**config.mk**
```make
export PLATFORM = sky130hd
export DESIGN_NAME = clk_gate_ctrl
export DESIGN_NICKNAME = d
export VERILOG_FILES = /design/src/rtl/clk_gate_ctrl.sv
export SDC_FILE = /design/constraint.sdc
export NUM_CORES = 1
export LEC_CHECK = 0
export ABC_AREA = 1
export BUFFER_PORTS_ARGS = -buffer_cell sky130_fd_sc_hd__buf_2
export CAP_MARGIN = 20
export CORE_ASPECT_RATIO = 0.75
export CORE_MARGIN = 2
export CORE_UTILIZATION = 50
export DETAILED_ROUTE_END_ITERATION = 10
export MAX_ROUTING_LAYER = met4
export PLACE_DENSITY = 0.77
export RECOVER_POWER = 25
export SYNTH_ARGS = -nofsm -noshare
export SYNTH_HDL_FRONTEND = slang
export SYNTH_SLANG_ARGS = --single-unit
export TNS_END_PERCENT = 1
```
**constraint.sdc**
```tcl
create_clock -name CLK -period 1.33 [get_ports CLK]
set_clock_uncertainty 0.05 [all_clocks]
set_input_delay 0.133 -clock CLK [delete_from_list [all_inputs] [get_ports CLK]]
set_output_delay 0.133 -clock CLK [all_outputs]
set_load 0.05 [all_outputs]
```
**src/rtl/clk_gate_ctrl.sv**
```systemverilog
// Idle-driven clock-gate controller: RUN -> DRAIN -> GATED -> WAKE -> RUN, with a registered gate enable.
// Optional gated-cycle statistics counter is enabled by defining CGC_STATS_EN.
module clk_gate_ctrl #(
  parameter int IDLE_CYCLES = 8,
  parameter int WAKE_DLY    = 2
) (
  input  logic        CLK,
  input  logic        RST,
  input  logic        BUSY,
  input  logic        WAKE_REQ,
  output logic        WAKE_ACK,
  output logic        GATE_EN,
  output logic [1:0]  STATE,
  output logic [15:0] GATED_CNT
);

  localparam logic [1:0] S_RUN   = 2'd0;
  localparam logic [1:0] S_DRAIN = 2'd1;
  localparam logic [1:0] S_GATED = 2'd2;
  localparam logic [1:0] S_WAKE  = 2'd3;

  localparam logic [7:0] IDLE_LAST = 8'(IDLE_CYCLES - 1);
  localparam logic [3:0] WAKE_LAST = 4'(WAKE_DLY - 1);

  logic [1:0] state, state_nxt;
  logic [7:0] idle_cnt, idle_nxt;
  logic [3:0] wake_cnt, wake_nxt;
  logic       acked;
  logic       wake_done;

  assign wake_done = (state == S_WAKE) && (wake_cnt >= WAKE_LAST);

  // Counters leave their state at the threshold (>=), so they can never wrap.
  always_comb begin
    state_nxt = state;
    idle_nxt  = idle_cnt;
    wake_nxt  = wake_cnt;
    case (state)
      S_RUN: begin
        if (BUSY) begin
          idle_nxt = '0;
        end else if (idle_cnt >= IDLE_LAST) begin
          state_nxt = S_DRAIN;
          idle_nxt  = '0;
        end else begin
          idle_nxt = idle_cnt + 8'd1;
        end
      end
      S_DRAIN: begin
        idle_nxt  = '0;
        state_nxt = (BUSY || WAKE_REQ) ? S_RUN : S_GATED;
      end
      S_GATED: begin
        if (BUSY || WAKE_REQ) begin
          state_nxt = S_WAKE;
          wake_nxt  = '0;
        end
      end
      S_WAKE: begin
        if (wake_done) begin
          state_nxt = S_RUN;
          wake_nxt  = '0;
        end else begin
          wake_nxt = wake_cnt + 4'd1;
        end
      end
      default: begin
        state_nxt = S_RUN;
        idle_nxt  = '0;
        wake_nxt  = '0;
      end
    endcase
  end

  always_ff @(posedge CLK) begin
    if (RST) begin
      state    <= S_RUN;
      idle_cnt <= '0;
      wake_cnt <= '0;
      GATE_EN  <= 1'b1;
      WAKE_ACK <= 1'b0;
      acked    <= 1'b0;
    end else begin
      state    <= state_nxt;
      idle_cnt <= idle_nxt;
      wake_cnt <= wake_nxt;
      GATE_EN  <= (state_nxt != S_GATED);
      WAKE_ACK <= 1'b0;
      // One ack per request level; a low sample re-arms the next ack.
      if (!WAKE_REQ) begin
        acked <= 1'b0;
      end else if (!acked && ((state == S_RUN) || wake_done)) begin
        WAKE_ACK <= 1'b1;
        acked    <= 1'b1;
      end
    end
  end

  assign STATE = state;

`ifdef CGC_STATS_EN
  logic [15:0] gated_cnt;

  always_ff @(posedge CLK) begin
    if (RST) begin
      gated_cnt <= '0;
    end else if ((state == S_GATED) && (gated_cnt != 16'hFFFF)) begin
      gated_cnt <= gated_cnt + 16'd1;
    end
  end

  assign GATED_CNT = gated_cnt;
`else
  assign GATED_CNT = 16'h0000;
`endif

endmodule

```
==> results.sh <==
export IMPL_maxCapViolations=0
export IMPL_ys_ff_latch=17
export IMPL_critPathCaptureType="register"
export IMPL_drtPass1Iterations=4
export IMPL_post_route_period_util=0.960
export IMPL_ant_nets=0
export IMPL_synth_area_top_cells="dfxtp_1 (39%), buf_4 (14%), nand2_1 (8.7%)"
export IMPL_gp_congestion=0.774
export IMPL_use_met2=0.253
export IMPL_grt_pass1_wl_mm=2.31
export IMPL_core_mm2=0.00155
export IMPL_initial_core_util=0.561
export IMPL_io_buffer_count=7
export IMPL_synth_most_common_cell="nand2_1"
export IMPL_via_per_inst=4.50
export IMPL_die_area_mm2=0.00209
export IMPL_drc=0
export IMPL_grt_max_degree=13
export IMPL_synth_area_um2=867
export IMPL_irDropWorstVdd_mv=0.732
export IMPL_antenna_cells=0
export IMPL_synth_top_cell_by_area="dfxtp_1"
export IMPL_worst_path_buf_inv=2
export IMPL_drt_wl_total_mm=1.43
export IMPL_cp_top_family="simple AND/OR/NAND/NOR gates"
export IMPL_p_per_area_mw_per_mm2=1020
export IMPL_fp_dieH_um=40.1
export IMPL_final_setup_viol_count=0
export IMPL_cts_root_buffer="clkbuf_4"
export IMPL_insertion_delay_ps=300
export IMPL_drt_initial_drc_count=4
export IMPL_run_status="completed"
export IMPL_finalHoldViolations=0
export IMPL_power_leakage_nw=0.412
export IMPL_hpwl_mm=1.10
export IMPL_syn_to_final_growth_pct=6.64
export IMPL_first_global_vias=566
export IMPL_holdCritPathClass="primary input to register"
export IMPL_yosys_warnings=0
export IMPL_fmax_mhz=783
export IMPL_crit_chain="inv_2, ha_4, inv_2, nor2_1, nand2_1, nand2_2, nand2_2, a21oi_2, nand2_1"
export IMPL_grt_ovfl_total=0
export IMPL_cts_tree="yes"
export IMPL_wl_per_cell_um=9.98
export IMPL_synth_common_cells="nand2_1 (20), dfxtp_1 (17), buf_4 (16)"
export IMPL_numCtsBuffers=3
export IMPL_crit_arrival_ps=1440
export IMPL_critical_path_max_fanout=3
export IMPL_busiest_layer="met2"
export IMPL_critPathSlowestCell="dfxtp_2"
export IMPL_grt_usage=0.163
export IMPL_nFillCells=138
export IMPL_ys_async_sr_fraction=0
export IMPL_place_area_um2=858
export IMPL_ys_flop_type="dfxtp_1"
export IMPL_met3_usage=0.0560
export IMPL_whs_ps=63.3
export IMPL_fin_crit_ps=1280
export IMPL_hold_buffers=0
export IMPL_cts_path_max_buffers=2
export IMPL_dr_total_vias=644
export IMPL_required_ps=1490
export IMPL_synth_distinct_cells=19
export IMPL_synth_edff_count=0
export IMPL_start_kind="register"
export IMPL_synth_top_area_share=0.392
export IMPL_finalSetupTns_ps=0
export IMPL_cts_sinks=17
export IMPL_synth_area_per_cell_um2=7.74
export IMPL_slowest_delay_ps=350
export IMPL_clk_pin_slew_ps=100
export IMPL_antenna_found_initial=0
export IMPL_die_w_um=52.1
export IMPL_use_met1=0.198
export IMPL_io_pin_count=24
export IMPL_rsz0062_at_grt="yes"
export IMPL_slew_violations=0
export IMPL_ys_seq_area_frac=0.392
export IMPL_fin_util=0.598
export IMPL_final_area_um2=925
export IMPL_worstSetupPathType="register to register"
export IMPL_std_cell_rows=12
export IMPL_syn_inst=112
export IMPL_htreeDepth=1
export IMPL_fin_nets=131
export IMPL_layout_drive_gt1_share=0.295
## layout make-up
type	instances	area, µm²	area share
Timing Repair Buffer	9	52.6	0.0568
Multi-Input combinational cell	80	428	0.463
Sequential cell	17	345	0.373
Clock inverter	1	5.00	0.00541
Inverter	12	45.0	0.0487
Clock buffer	3	22.5	0.0244
Tap cell	21	26.3	0.0284
## cell usage in the layout, fill, tap and decap left out, types with 2 or more instances in the layout
| cell type | instances |
|---|---|
| nand2_1 | 19 |
| dfxtp_1 | 13 |
| ha_1 | 2 |
| conb_1 | 16 |
| buf_2 | 5 |
| nand2_2 | 5 |
| clkbuf_4 | 4 |
| inv_1 | 8 |
| dfxtp_2 | 4 |
| a21oi_1 | 7 |
| a21oi_2 | 2 |
| nor2_1 | 9 |
| nor3_1 | 3 |
| buf_4 | 2 |
| nor2_2 | 3 |
| o21ai_0 | 4 |
| inv_2 | 4 |
| nand3_1 | 4 |
## where the power goes
group,internal (mW),switching [mW]
combinational,0.0155,0.129
sequential,0.516,0.00420
clock,0.112,0.164
## kinds of logic (layout without fill, tap and decap cells)
family / after synthesis / after routing / synth area share
simple gates: 46 / 46 / 0.248
compound gates: 14 / 14 / 0.0895
buf+inv: 30 / 25 / 0.208
fa+ha+maj: 4 / 4 / 0.0577
other cells: 1 / 16 / 0.00432
flops: 17 / 17 / 0.393
## flip-flops by register name (all words and copies together), names as in the netlist
name,cells
WAKE_ACK,1
STATE,2
GATE_EN,1
acked,1
wake_cnt,4
idle_cnt,8
## per-stage QoR
stage	setup slack [ps]	total power [mW]	instances
5_1_grt	-67.1	0.978	143
3_3_place_gp	88.7	0.675	138
3_5_place_dp	40.9	0.676	138
6_report	52.9	0.942	143
4_1_cts	35.2	0.952	142
2_1_floorplan	-50.7	0.699	127
## path summary, 6_finish.rpt
path               start     endpoint  slack (ps)  cells after the start
max          wake_cnt[0]      GATE_EN          50                      9
min             WAKE_REQ        acked          60                      3
max reg2reg  wake_cnt[0]      GATE_EN          50                      9
min reg2reg  idle_cnt[7]  idle_cnt[7]         380                      2
## worst reg2reg max path, stage by stage (launching register included)
cell	delay, ps
dfxtp_2	350
inv_2	80
ha_4	120
inv_2	20
nor2_1	80
nand2_1	90
nand2_2	90
nand2_2	70
a21oi_2	160
nand2_1	60
## repair_timing
item	CTS	global route
setup buffers	0	1
setup endpoints to repair	0	11
resized for setup	0	14
## routing by layer
metal | up-vias | wire length [µm]
met4 | 0 | 16
met5 | - | 0
met2 | 24 | 597
met3 | 2 | 93
met1 | 283 | 719
li1 | 335 | -
Power figures use the tool's default switching activity.
